## src/rtl/reg_bank_mover_pkg.sv

```systemverilog
// Shared definitions for the register bank with MOVE sequencer.
//   mode_e  : op codes applied to the addressed register while Wn is low
//             (3'b110 / 3'b111 are unassigned and leave the register alone)
//   state_e : MOVE sequencer states
//   addr_in_range : address validity test for non-power-of-2 register counts
package reg_bank_pkg;

  typedef enum logic [2:0] {
    MODE_LOAD = 3'b000,
    MODE_CLR  = 3'b001,
    MODE_INC  = 3'b010,
    MODE_DEC  = 3'b011,
    MODE_SHL  = 3'b100,
    MODE_SHR  = 3'b101
  } mode_e;

  typedef enum logic [1:0] {
    ST_IDLE = 2'd0,
    ST_RD   = 2'd1,
    ST_WR   = 2'd2
  } state_e;

  function automatic logic addr_in_range(input int unsigned addr,
                                         input int unsigned nregs);
    return addr < nregs;
  endfunction

endpackage

```

## src/rtl/reg_bank_mover_if.sv

```systemverilog
// Bus interface for reg_bank_mover.
//   master : driver side (D, Wn, mode, waddr, start, src, dst, raddr out;
//            Q, zero, busy, done in)
//   slave  : register bank side (directions reversed)
interface reg_bank_mover_if #(
  parameter int unsigned WIDTH = 4,
  parameter int unsigned NREGS = 4
) ();
  localparam int unsigned AW = $clog2(NREGS);

  logic [WIDTH-1:0] D;
  logic             Wn;
  logic [2:0]       mode;
  logic [AW-1:0]    waddr;
  logic             start;
  logic [AW-1:0]    src;
  logic [AW-1:0]    dst;
  logic [AW-1:0]    raddr;
  logic [WIDTH-1:0] Q;
  logic             zero;
  logic             busy;
  logic             done;

  modport master (
    output D, Wn, mode, waddr, start, src, dst, raddr,
    input  Q, zero, busy, done
  );

  modport slave (
    input  D, Wn, mode, waddr, start, src, dst, raddr,
    output Q, zero, busy, done
  );
endinterface

```

## src/rtl/reg_bank_mover_mode_unit.sv

```systemverilog
// Combinational per-register op unit.
//   mode     : op select (mode_e encoding)
//   cur      : current value of the target register
//   d        : data bus value used by LOAD
//   nxt      : value to write back
//   wr_valid : 1 when mode is a defined op; 0 means hold (no write)
module reg_mode_unit
  import reg_bank_pkg::*;
#(
  parameter int unsigned WIDTH = 4
) (
  input  logic [2:0]       mode,
  input  logic [WIDTH-1:0] cur,
  input  logic [WIDTH-1:0] d,
  output logic [WIDTH-1:0] nxt,
  output logic             wr_valid
);

  localparam logic [WIDTH-1:0] ONE = WIDTH'(1);

  always_comb begin
    nxt      = cur;
    wr_valid = 1'b1;
    case (mode)
      MODE_LOAD: nxt = d;
      MODE_CLR:  nxt = '0;
      MODE_INC:  nxt = cur + ONE;
      MODE_DEC:  nxt = cur - ONE;
      MODE_SHL:  nxt = {cur[WIDTH-2:0], 1'b0};
      MODE_SHR:  nxt = {1'b0, cur[WIDTH-1:1]};
      default:   wr_valid = 1'b0;
    endcase
  end

endmodule

```

## src/rtl/reg_bank_mover.sv

```systemverilog
// Parametrised register bank with per-register ops and a MOVE sequencer.
//   clock, reset : single clock, asynchronous active-high reset
//   bus.D/Wn/mode/waddr : Wn-strobed op on register waddr (IDLE only)
//   bus.start/src/dst   : register-to-register MOVE request (IDLE, Wn=1)
//   bus.raddr/Q/zero    : combinational read port, Q=0 for bad raddr
//   bus.busy/done       : MOVE in progress / one-cycle commit pulse
module reg_bank_mover
  import reg_bank_pkg::*;
#(
  parameter int unsigned WIDTH = 4,
  parameter int unsigned NREGS = 4
) (
  input  logic           clock,
  input  logic           reset,
  reg_bank_mover_if.slave bus
);

  localparam int unsigned AW = $clog2(NREGS);

  typedef logic [WIDTH-1:0] word_t;

  word_t         regs_q [NREGS];
  word_t         regs_d [NREGS];
  state_e        state_q, state_d;
  logic [AW-1:0] src_q, src_d;
  logic [AW-1:0] dst_q, dst_d;
  word_t         latch_q, latch_d;
  logic          busy_q, busy_d;
  logic          done_q, done_d;

  logic  waddr_ok, raddr_ok, src_ok, dst_ok;
  word_t wr_cur, wr_nxt, rd_data;
  logic  wr_valid;

  assign waddr_ok = addr_in_range(32'(bus.waddr), NREGS);
  assign raddr_ok = addr_in_range(32'(bus.raddr), NREGS);
  assign src_ok   = addr_in_range(32'(src_q), NREGS);
  assign dst_ok   = addr_in_range(32'(dst_q), NREGS);

  assign wr_cur = waddr_ok ? regs_q[bus.waddr] : '0;

  reg_mode_unit #(.WIDTH(WIDTH)) u_mode (
    .mode     (bus.mode),
    .cur      (wr_cur),
    .d        (bus.D),
    .nxt      (wr_nxt),
    .wr_valid (wr_valid)
  );

  always_comb begin
    regs_d  = regs_q;
    state_d = state_q;
    src_d   = src_q;
    dst_d   = dst_q;
    latch_d = latch_q;
    busy_d  = busy_q;
    done_d  = 1'b0;
    case (state_q)
      ST_IDLE: begin
        // A Wn op wins over a simultaneous start; the start is dropped.
        if (!bus.Wn) begin
          if (waddr_ok && wr_valid) regs_d[bus.waddr] = wr_nxt;
        end else if (bus.start) begin
          src_d   = bus.src;
          dst_d   = bus.dst;
          busy_d  = 1'b1;
          state_d = ST_RD;
        end
      end
      ST_RD: begin
        latch_d = src_ok ? regs_q[src_q] : '0;
        state_d = ST_WR;
      end
      ST_WR: begin
        // A bad src or dst still completes the sequence but commits nothing.
        if (src_ok && dst_ok) regs_d[dst_q] = latch_q;
        done_d  = 1'b1;
        busy_d  = 1'b0;
        state_d = ST_IDLE;
      end
      default: begin
        busy_d  = 1'b0;
        state_d = ST_IDLE;
      end
    endcase
  end

  always_ff @(posedge clock or posedge reset) begin
    if (reset) begin
      regs_q  <= '{default: '0};
      state_q <= ST_IDLE;
      src_q   <= '0;
      dst_q   <= '0;
      latch_q <= '0;
      busy_q  <= 1'b0;
      done_q  <= 1'b0;
    end else begin
      regs_q  <= regs_d;
      state_q <= state_d;
      src_q   <= src_d;
      dst_q   <= dst_d;
      latch_q <= latch_d;
      busy_q  <= busy_d;
      done_q  <= done_d;
    end
  end

  assign rd_data  = raddr_ok ? regs_q[bus.raddr] : '0;
  assign bus.Q    = rd_data;
  assign bus.zero = (rd_data == '0);
  assign bus.busy = busy_q;
  assign bus.done = done_q;

endmodule
```

## src/flat_wrapper.sv

```systemverilog
// flat-port wrapper written by rule: the top's interface ports become plain ports
module reg_bank_mover_flat import reg_bank_pkg::*;
#(
  parameter int unsigned WIDTH = 4,
  parameter int unsigned NREGS = 4
)
  (clock, reset, bus_D, bus_Wn, bus_mode, bus_waddr, bus_start, bus_src, bus_dst, bus_raddr, bus_Q, bus_zero, bus_busy, bus_done);
  reg_bank_mover_if #(.WIDTH(WIDTH), .NREGS(NREGS)) bus_i ();
  input  logic clock;
  input  logic reset;
  input wire logic [$bits(bus_i.D)-1:0] bus_D;
  input wire logic [$bits(bus_i.Wn)-1:0] bus_Wn;
  input wire logic [$bits(bus_i.mode)-1:0] bus_mode;
  input wire logic [$bits(bus_i.waddr)-1:0] bus_waddr;
  input wire logic [$bits(bus_i.start)-1:0] bus_start;
  input wire logic [$bits(bus_i.src)-1:0] bus_src;
  input wire logic [$bits(bus_i.dst)-1:0] bus_dst;
  input wire logic [$bits(bus_i.raddr)-1:0] bus_raddr;
  output wire logic [$bits(bus_i.Q)-1:0] bus_Q;
  output wire logic [$bits(bus_i.zero)-1:0] bus_zero;
  output wire logic [$bits(bus_i.busy)-1:0] bus_busy;
  output wire logic [$bits(bus_i.done)-1:0] bus_done;
  assign bus_i.D = bus_D;
  assign bus_i.Wn = bus_Wn;
  assign bus_i.mode = bus_mode;
  assign bus_i.waddr = bus_waddr;
  assign bus_i.start = bus_start;
  assign bus_i.src = bus_src;
  assign bus_i.dst = bus_dst;
  assign bus_i.raddr = bus_raddr;
  assign bus_Q = bus_i.Q;
  assign bus_zero = bus_i.zero;
  assign bus_busy = bus_i.busy;
  assign bus_done = bus_i.done;
  reg_bank_mover #(.WIDTH(WIDTH), .NREGS(NREGS)) u_core (.clock(clock), .reset(reset), .bus(bus_i));
endmodule
```

## config.mk

```make
export PLATFORM = sky130hd
export DESIGN_NAME = reg_bank_mover_flat
export DESIGN_NICKNAME = d
export VERILOG_FILES = /design/src/rtl/reg_bank_mover_pkg.sv /design/src/rtl/reg_bank_mover_if.sv /design/src/rtl/reg_bank_mover_mode_unit.sv /design/src/rtl/reg_bank_mover.sv /design/src/flat_wrapper.sv
export SDC_FILE = /design/constraint.sdc
export NUM_CORES = 1
export LEC_CHECK = 0
export BUFFER_PORTS_ARGS = -buffer_cell sky130_fd_sc_hd__buf_2
export CORE_MARGIN = 3
export CORE_UTILIZATION = 51
export CTS_CLUSTER_SIZE = 12
export DETAILED_ROUTE_END_ITERATION = 10
export PLACE_DENSITY_LB_ADDON = 0.2
export SLEW_MARGIN = 30
export SYNTH_ARGS = -nofsm -noshare
export SYNTH_HDL_FRONTEND = slang
export SYNTH_SLANG_ARGS = --single-unit
```

## constraint.sdc

```tcl
create_clock -name clock -period 2.15 [get_ports clock]
set_input_delay 0.43 -clock clock [delete_from_list [all_inputs] [get_ports clock]]
set_output_delay 0.43 -clock clock [all_outputs]
set_load 0.005 [all_outputs]
```

---- After elaboration in Yosys (flattened, before gate mapping) ----
Index checks and enable logic that the tools add are counted.
word-level totals
  bits in registers ....................... 28
  bits in latches ......................... 0
  bits in writable memories ............... 0
  memory bits (read-only) ................. 0
  input bits .............................. 19
  output and inout bits ................... 7
  logic and storage cells ................. 72
  memories ................................ 0
cells by class
  add/subtract/negate cells ............... 2
  $mul .................................... 0
  div/mod/pow operators ................... 0
  $lt $le $gt $ge ......................... 6
  equality and inequality tests ........... 11
  shift-type cells ........................ 0
  muxes and demuxes ....................... 27
  bitwise operators ....................... 5
  reduce and logical (&&, ||, !) cells .... 11
operators by type and width
  kind                                                       count
  bitwise mux 16 bit                                         2
  2-to-1 mux 16 bit                                          2
  2-to-1 mux 4 bit                                           8
  one-hot mux 16 bit (2 select lines)                        1
  binary-select mux 4 bit (select 2 bit)                     3
  one-hot mux 4 bit (6 select lines)                         1
  demux 4 bit (select 2 bit)                                 2
  greater-or-equal comparator 3 bit (second input constant)  4
  inverter 2 -> 3 bit                                        4
  AND reduction 3 bit                                        3
  inequality test 2 bit (second input constant)              4
  equality test 3 x 2 -> 1 bit (second input constant)       2
  equality test 3 bit (second input constant)                2
  < comparator 3 x 1 -> 1 bit (second input constant)        2
  OR reduction 6 bit                                         1
  adder 4 x 1 -> 4 bit (second input constant)               1
  zero test 4 bit                                            1
  2-to-1 mux 1 bit                                           4
  2-to-1 mux 2 bit                                           2
  one-hot mux 2 bit (2 select lines)                         1
  subtractor 4 x 1 -> 4 bit (second input constant)          1
  equality test 3 x 1 -> 1 bit (second input constant)       1
  zero test 3 bit                                            1
  equality test 2 x 1 -> 1 bit (second input constant)       1
  7 further kinds                                            8

---- Longest topological paths before layout ----
Gate-level depths: netlist of the first run.
  depth after elaboration ................. 10
  mapped depth ............................ 9
  gate-level depth less buffers ........... 8

---- Cells and area by module ----
From an unflattened synthesis of the first run, not the netlist that was laid out.
unflattened totals
  cells, all modules ...................... 183
  area, all modules ....................... 1913.1 um^2
modules (own cells, without submodules)
  module          instances  cells each  area an instance (um^2)  seq. area each (um^2)
  reg_bank_mover  1          137         1590.3                   700.7
  reg_mode_unit   1          46          322.8                    0.0

---- Worst setup path after synthesis of the first run ----
No wires, ideal clock.
  kind .................................... input port to flip-flop
  start point ............................. input port bus_waddr[0]
  end point ............................... register u_core.regs_q[11] (netlist bit)
  library setup time ...................... 0.132 ns
  arrival time ............................ 2.289 ns
  data required time ...................... 2.018 ns
  setup slack ............................. -0.271 ns
  stages on the path ...................... 8
  buffers on the path ..................... 1
  path through ............................ buf_6 mux4_2 ha_1 a21o_2 a31oi_4 xnor2_1 a221oi_2 o21ai_1
between the ends
  word-level cells in the longest chain between the ends .. 10
  elaborated cells on any way between the ends .. 16
  those cells by class .................... add/sub (2); order compare (2); mux (10); bitwise (1); reduce/logical (1)
RTL lines
  element                                                            RTL line                                                        text
  start: declaration                                                 flat_wrapper.sv:14                                              input wire logic [$bits(bus_i.waddr)-1:0] bus_waddr;
  inverter 2 -> 3 bit (not written as such) *                        reg_bank_mover.sv:40, reg_bank_mover.sv:62
  binary-select mux 4 bit (select 2 bit)                             reg_bank_mover.sv:40                                            assign wr_cur = waddr_ok ? regs_q[bus.waddr] : '0;
  2-to-1 mux 4 bit (not written as such) (2 in a row)                reg_bank_mover.sv:40
  subtractor 4 x 1 -> 4 bit or adder 4 x 1 -> 4 bit (tied branches)  reg_bank_mover_mode_unit.sv:28, reg_bank_mover_mode_unit.sv:27
  one-hot mux 4 bit (6 select lines)                                 reg_bank_mover_mode_unit.sv:24                                  case (mode)
  bitwise mux 16 bit *                                               reg_bank_mover.sv:62                                            if (waddr_ok && wr_valid) regs_d[bus.waddr] = wr_nxt;
  2-to-1 mux 16 bit *                                                reg_bank_mover.sv:62
  2-to-1 mux 16 bit *                                                reg_bank_mover.sv:61                                            if (!bus.Wn) begin
  one-hot mux 16 bit (2 select lines) *                              reg_bank_mover.sv:58                                            case (state_q)
  end signal: assignment                                             reg_bank_mover.sv:98                                            regs_q <= regs_d;
  end: declaration                                                   reg_bank_mover.sv:22                                            word_t regs_q [NREGS];
Every way passes the cells marked *; elsewhere a longest branch is shown, timed or not. The select of a mux whose other input is x is not followed.
A chain may end at the register's enable or synchronous reset.

---- Worst setup path after layout of the first run ----
  start point ............................. register u_core.regs_q[1] (netlist bit)
  end point ............................... register u_core.regs_q[14] (netlist bit)
between the ends
  word-level cells in the longest chain between the ends .. 9
  elaborated cells on any way between the ends .. 10
  those cells by class .................... add/sub (2); mux (8)
RTL lines
  element                                                            RTL line
  binary-select mux 4 bit (select 2 bit) *                           reg_bank_mover.sv:40
  2-to-1 mux 4 bit (not written as such) * (2 in a row)              reg_bank_mover.sv:40
  subtractor 4 x 1 -> 4 bit or adder 4 x 1 -> 4 bit (tied branches)  reg_bank_mover_mode_unit.sv:28, reg_bank_mover_mode_unit.sv:27
  one-hot mux 4 bit (6 select lines) *                               reg_bank_mover_mode_unit.sv:24
  bitwise mux 16 bit *                                               reg_bank_mover.sv:62
  2-to-1 mux 16 bit *                                                reg_bank_mover.sv:62
  2-to-1 mux 16 bit *                                                reg_bank_mover.sv:61
  one-hot mux 16 bit (2 select lines) *                              reg_bank_mover.sv:58
Marks and branches as above.

==> impl_metrics.tcl, run 1 <==
set metrics [dict create \
    clock_path_buffers 2 \
    status "complete, but fails checks" \
    synth_compound_area_share_pct 20.0 \
    max-vdd-ir-drop_mv 0.654 \
    clk_pin_slew_ns 0.15 \
    clkSinkCount 28 \
    p_comb_share_pct 56.5 \
    cp_slowest_stage_delay_ns 0.54 \
    gp_congestion 0.957 \
    fp.dieW_um 66.0 \
    drt_iter0_drc 171 \
    clkLatencyLatePin_ns 0.33 \
    drv_slew 0 \
    synth_top_area_cell "dfrtp_1" \
    hpwl_um 3940 \
    worstPathCellList "mux4_2 -> fa_2 -> xor2_1 -> a22o_1 -> a221oi_4 -> nand2_1 -> o221a_2" \
    row_count 21 \
    start_util_pct 54.2 \
    clockPowerShare_pct 9.7 \
    final_cells 260 \
    synthTopCellsByArea "dfrtp_1 (38%), mux4_2 (15%), mux2_2 (5.5%)" \
    syn_to_final_growth_pct 27.4 \
    synthCells 159 \
    leakagePower_nw 1.05 \
    internal-power_mw 1.70 \
    async_flop_share_pct 100 \
    busiest_layer "met2" \
    yosys_register_bits 28 \
    routed_wl_um 5080 \
    antennaDiodeCount 0 \
    rsz0062_at_grt "true" \
    min_period_ns 2.27 \
    io_pins 26 \
    grtUsageMet3_pct 4.42 \
    power_frac_seq_pct 33.8 \
    max_clock_freq_mhz 440 \
    setup_slack_ns -0.122 \
    min_path_type "in2async" \
    synthSimpleGateAreaFrac_pct 11.4 \
    yosysUniqueCellTypes 49 \
    worstMarginPinSlew_ns 0.724 \
    synth-adder-area-share_pct 2.45 \
    synth_commonest_cells "dfrtp_1 (28), mux4_2 (12), o21ai_0 (12)" \
    drive_gt1_share_pct 48.6 \
    violations "setup timing" \
    grt_first_pass_wirelength_um 7850 \
    hold_viol_final 0 \
    num-nets-final 237 \
    critPathTopFamily "compound AO/OA/AOI/OAI gates" \
    synth-xor-area-share_pct 1.91 \
    critPathBufInv 0 \
    ctsHoldBuffers 0 \
    yosysWarnings 0 \
    synth.most_common_cell "dfrtp_1" \
    finalSetupViolCount 12 \
    synth_top_family_by_area "multiplexers" \
    path_max_fanout 4 \
    dr_total_vias 1655 \
    cp_slowest_cell "mux4_2" \
    synth.avg_cell_area_um2 11.5 \
    switchingPower_mw 1.01 \
    synth_top_area_share_pct 38.2 \
    dp_cells 253 \
    track_usage_pct 24.2 \
    synth_ff_type "dfrtp_1" \
    met2_usage_pct 38.2 \
    detail_route.wl_per_cell_um 19.5 \
    worstPathArrival_ns 2.51 \
    vias_per_cell 6.37 \
    power.share.switching_pct 37.2 \
    grt_max_degree 29 \
    crit_path_start_kind "flop" \
    cts_buffers 3 \
    drt.antenna.violating_nets 0 \
    powerDensity_nw_per_um2 1160 \
    use_met1_pct 34.1 \
    slew-limit-headroom_pct 51.2 \
    syn-cell-area_um2 1840 \
    synth_edf_count 0 \
    drtPass1Iterations 5 \
    syn-num-nets 181 \
    dieArea_um2 4350 \
    htree_num_levels 1 \
    maxCapViolCount 0 \
    drc 0 \
    grt_overflow_total 0 \
    post-route-period-util_pct 106 \
    fin_util_pct 69.0 \
    die_y_um 66.0 \
    cts_tree "yes" \
    antenna_found_initial 0 \
    cp.required_ns 2.39 \
    end_kind "flop" \
    clockRootBuffer "clkbuf_4" \
    grt_pass1_vias 1574 \
    muxShareOfSynthArea_pct 20.8 \
    finClkSkew_ns 0.00466 \
    io_buffers 25 \
    critical_path_class "reg2reg" \
    fp.coreArea_um2 3390 \
    ys_seq_area_share_pct 38.2 \
]
area by class of cell:
class	instances	area [um2]
clock buffers	4	36.3
fillers	245	1050
inverters	8	30.0
multi-input cells	115	1130
flip-flops and latches	28	701
well taps	46	57.6
repair buffers	59	388
flip-flops by register name (all words and copies together), names as in the netlist:
signal / cells
u_core.dst_q: 2
u_core.src_q: 2
u_core.bus.done: 1
u_core.regs_q: 16
u_core.latch_q: 4
u_core.state_q: 2
u_core.bus.busy: 1
tightest hold or removal path: stages:
cell and delay (ns):
buf_2 0.09, inv_1 0.04, buf_4 0.33
cells in the final DEF (no fill, tap or decap), types with 3 or more instances in the layout:
master    synthesis  layout
nand2_1           6       6
o21ai_0          12       8
a21oi_1           5       4
a22oi_1           8       8
inv_1             8       8
nand3_1           5       5
buf_4             1      32
o21ai_2           0       4
mux2_2            9       8
nor2_1            7       7
and3_1            3       3
clkbuf_4          0       3
dfrtp_1          28      28
mux4_2           12      12
buf_2             0      25
and2_1            3       3
power groups by stage:
stage / Combinational [mW] / Clock (mW) / Sequential [mW]
global route: 1.64 / 0.285 / 0.940
CTS: 1.39 / 0.265 / 0.908
global placement: 1.30 / 0 / 0.913
detailed placement: 1.35 / 0 / 0.921
finish: 1.53 / 0.262 / 0.917
floorplan: 0.816 / 0 / 0.889
cells by family after synthesis:
| logic type | Yosys count |
|---|---|
| simple gates | 38 |
| mux | 22 |
| xor+xnor | 4 |
| fa+ha+maj | 3 |
| flops | 28 |
| buf+inv | 16 |
| compound gates | 48 |
repair_timing:
action | in CTS | in global routing
endpoints found under the setup margin | 13 | 13
resized for setup | 4 | 12
buffers inserted | 0 | 3
pin swaps | 6 | 5
final timing paths:
path                       slack [ns]                          from                       endpoint  cells after the start
setup / recovery                -0.12  u_core.regs_q[1]$_DFFE_PP0P_  u_core.regs_q[14]$_DFFE_PP0P_                      7
hold / removal                   0.13                         reset  u_core.state_q[1]$_DFFE_PP0P_                      3
setup reg to reg                -0.12  u_core.regs_q[1]$_DFFE_PP0P_  u_core.regs_q[14]$_DFFE_PP0P_                      7
hold reg to reg                  0.50   u_core.bus.busy$_DFFE_PP0P_    u_core.bus.busy$_DFFE_PP0P_                      1
max in group asynchronous        1.76                         reset   u_core.regs_q[6]$_DFFE_PP0P_                      3
min in group clock               0.32                    bus_dst[0]    u_core.dst_q[0]$_DFFE_PP0P_                      2
per-layer routing:
layer | vias to the layer above | part of all wire [%]
met4 | 0 | 1.2
met2 | 87 | 50
met3 | 13 | 6.9
li1 | 727 | -
met5 | - | 0
met1 | 828 | 42
through the flow:
stage	cell area (um2)	power, mW	setup TNS, ns	setup slack [ns]	hold WS (ns)
6_report	2340	2.71	-0.980	-0.122	0.126
5_1_grt	2340	2.86	-1.71	-0.170	0.153
4_1_cts	2260	2.57	-0.752	-0.107	0.136
3_5_place_dp	2210	2.27	-3.94	-0.395	0.471
3_3_place_gp	2210	2.21	-3.39	-0.329	0.464
2_1_floorplan	1870	1.71	-1.70	-0.182	0.477
No activity file was read; power rests on OpenSTA's default activity.
==> inputs of run 2 (changes only) <==
Settings changed: CORE_UTILIZATION 51 to 52, SYNTH_HIERARCHICAL from default to 1.
==> run 2 against run 1 <==
  * First-iteration DRC count is 20% higher
  * The run still ends with setup timing left
  * Synthesized cell count rose by 15%
  * Design area rose by 7.9%
  * Die area is 2.0% higher
  * Final cell count is 11% higher
  * Register-to-register slack got worse by 0.08 ns
  * Critical endpoint is now u_core/regs_q[10]$_DFFE_PP0P_
  * Sequential share of layout area down 2.2 points
  * Highest routed layer unchanged
==> impl_metrics.tcl, run 2 <==
set metrics [dict create \
    status "complete, but fails checks" \
    violations "setup timing" \
    max_clock_freq_mhz 425 \
    dpl_cell_area_um2 2350 \
    drtPass1Iterations 5 \
    clkLatencyLatePin_ns 0.28 \
    clockRootBuffer "clkbuf_8" \
    end_kind "flop" \
    layout_commonest_cell "buf_4" \
    cp_slowest_cell "mux4_2" \
    worstPathArrival_ns 2.55 \
    worstMarginPinSlew_ns 0.643 \
    drive_gt1_share_pct 47.5 \
    syn-num-nets 204 \
    largest_reg_flops 16 \
    dieArea_um2 4440 \
    path_max_fanout 4 \
    synthTopCellsByArea "dfrtp_1 (37%), mux4_2 (14%), mux2_2 (5.9%)" \
    fp.coreArea_um2 3440 \
    die_y_um 66.7 \
    cp.required_ns 2.35 \
    fin_util_pct 73.3 \
    antennaDiodeCount 0 \
    htree_num_levels 1 \
    slew-limit-headroom_pct 57.1 \
    hpwl_um 4350 \
    powerDensity_nw_per_um2 1070 \
    async_flop_share_pct 100 \
    critical_path_class "reg2reg" \
    power.share.switching_pct 36.2 \
    internal-power_mw 1.72 \
    cts_tree "yes" \
    synth_ff_type "dfrtp_1" \
    fp.dieW_um 66.7 \
    max-vdd-ir-drop_mv 0.625 \
    routed_wl_um 5920 \
    rr_worst_depth 9 \
    switchingPower_uw 979 \
    syn-cell-area_um2 1910 \
    track_usage_pct 29.0 \
    power_frac_seq_pct 33.9 \
    setup_slack_ns -0.202 \
    cts_buffers 3 \
    ff2ff_setup_slack_ns -0.20 \
    p_comb_share_pct 53.7 \
    dr_total_vias 1860 \
    min_path_type "in2async" \
    grt_first_pass_wirelength_um 9380 \
    drv_slew 0 \
    yosysUniqueCellTypes 41 \
    rr_startpoint "u_core/regs_q[1]$_DFFE_PP0P_" \
    leakagePower_nw 1.11 \
    synth.most_common_cell "dfrtp_1" \
    worstPathCellList "mux4_2 -> xor2_1 -> ha_2 -> nand2b_4 -> o221ai_2 -> o211ai_1 -> o211ai_1 -> nand3_1 -> a221oi_2" \
    start_util_pct 55.6 \
    final_cell_mix "buf_4 (41), dfrtp_1 (28), buf_2 (25), inv_1 (14), nand3_1 (14)" \
    vias_per_cell 6.46 \
    drt_iter0_drc 205 \
    row_count 21 \
    finalSetupViolCount 14 \
    holdWs_ns 0.203 \
    worst_r2r_endpoint "u_core/regs_q[10]$_DFFE_PP0P_" \
    cp_slowest_stage_delay_ns 0.52 \
    min_period_ns 2.35 \
    finClkSkew_ns 0.00599 \
    grt_max_degree 29 \
    yosys_register_bits 28 \
    drt.antenna.violating_nets 0 \
    clock_path_buffers 2 \
    synth_top_area_share_pct 36.6 \
    grt_pass1_vias 1854 \
    io_buffers 25 \
    num-nets-final 264 \
    synthCells 183 \
    synth_top_area_cell "dfrtp_1" \
    hold_viol_final 0 \
    clkSinkCount 28 \
    maxCapViolCount 0 \
    crit_path_start_kind "flop" \
    synth.avg_cell_area_um2 10.5 \
    synth_edf_count 0 \
    stdcell_area_um2 2520 \
    drc 0 \
    critPathMostFrequentCell "o211ai_1" \
    biggestRegsByFlops "u_core/regs_q: 16 flops, u_core/latch_q: 4 flops" \
    detail_route.wl_per_cell_um 20.6 \
    top_register "u_core/regs_q" \
    fillers 251 \
    syn_to_final_growth_pct 31.9 \
    antenna_found_initial 0 \
    gp_congestion 1.00 \
    rsz0062_at_grt "true" \
    io_pins 26 \
    ctsHoldBuffers 0 \
    ys_seq_area_share_pct 36.6 \
    yosysWarnings 6 \
    grt_overflow_total 0 \
    clockPowerShare_pct 12.4 \
    clk_pin_slew_ns 0.10 \
    post-route-period-util_pct 109 \
    synth_commonest_cells "dfrtp_1 (28), inv_1 (14), nand3_1 (14)" \
]
## run 2: area by class of cell
class,instances,area [um2],share of cell area [%]
Sequential cell,28,701,27.8
Multi-Input combinational cell,129,1210,48.1
Timing Repair Buffer,67,444,17.6
Inverter,14,52.6,2.08
Clock buffer,4,55.1,2.18
Tap cell,46,57.6,2.28
## run 2: cells by family (layout without fill, tap and decap cells)
kind of cell    count (synthesis)  after routing  share of synthesized area [%]
buf+inv                        26             85                           6.02
simple gates                   53             53                           15.2
mux                            27             27                           22.6
flops                          28             28                           36.6
xor+xnor                        3              3                           1.37
fa+ha+maj                       2              2                           1.31
compound gates                 44             44                           16.9
## run 2: through the flow
stage / worst slack, ns / setup TNS [ns] / cells / power [mW]
2_1_floorplan: -0.346 / -2.46 / 183 / 1.68
3_3_place_gp: -0.428 / -3.70 / 280 / 2.14
3_5_place_dp: -0.451 / -4.58 / 280 / 2.19
4_1_cts: -0.158 / -1.08 / 288 / 2.61
5_1_grt: -0.310 / -2.86 / 288 / 2.84
6_report: -0.202 / -1.47 / 288 / 2.70
## run 2: worst max-delay path by stage
stage / start / endpoint / slack, ns / cells after the start
floorplan: bus_waddr[0] / u_core/regs_q[10]$_DFFE_PP0P_ / -0.35 / 11
global placement: bus_waddr[0] / u_core/regs_q[1]$_DFFE_PP0P_ / -0.43 / 9
detailed placement: bus_waddr[0] / u_core/regs_q[10]$_DFFE_PP0P_ / -0.45 / 10
CTS: u_core/regs_q[1]$_DFFE_PP0P_ / u_core/regs_q[3]$_DFFE_PP0P_ / -0.16 / 9
global route: u_core/regs_q[1]$_DFFE_PP0P_ / u_core/regs_q[10]$_DFFE_PP0P_ / -0.31 / 9
finish: u_core/regs_q[1]$_DFFE_PP0P_ / u_core/regs_q[10]$_DFFE_PP0P_ / -0.20 / 9
## run 2: critical path: cells and delay by family (launching register included)
kind / cells / cell delay (ns)
AO/OA/AOI/OAI: 4 / 0.70
multiplexers: 1 / 0.52
flip-flops: 1 / 0.41
AND/OR/NAND/NOR: 2 / 0.28
adder cells (fa/ha/maj): 1 / 0.18
XOR/XNOR: 1 / 0.17
## run 2: metal layers
metal	up-vias	track usage (%)	wire length [um]
li1	823	-	-
met1	901	36.2	2380
met2	112	48.1	2910
met3	24	5.23	406
met4	0	13.7	225
met5	-	0	0
## run 2: power groups by stage
| stage | combinational, mW | sequential, mW | clock [mW] |
|---|---|---|---|
| 6_report | 1.45 | 0.916 | 0.334 |
| 5_1_grt | 1.55 | 0.933 | 0.358 |
| 4_1_cts | 1.36 | 0.907 | 0.343 |
| 3_5_place_dp | 1.27 | 0.918 | 0 |
| 3_3_place_gp | 1.22 | 0.915 | 0 |
| 2_1_floorplan | 0.800 | 0.876 | 0 |
## run 2: timing repair
item	CTS	global route
endpoints found under the setup margin	14	17
resized for setup	7	11
setup buffers	4	0
pin swaps	11	3
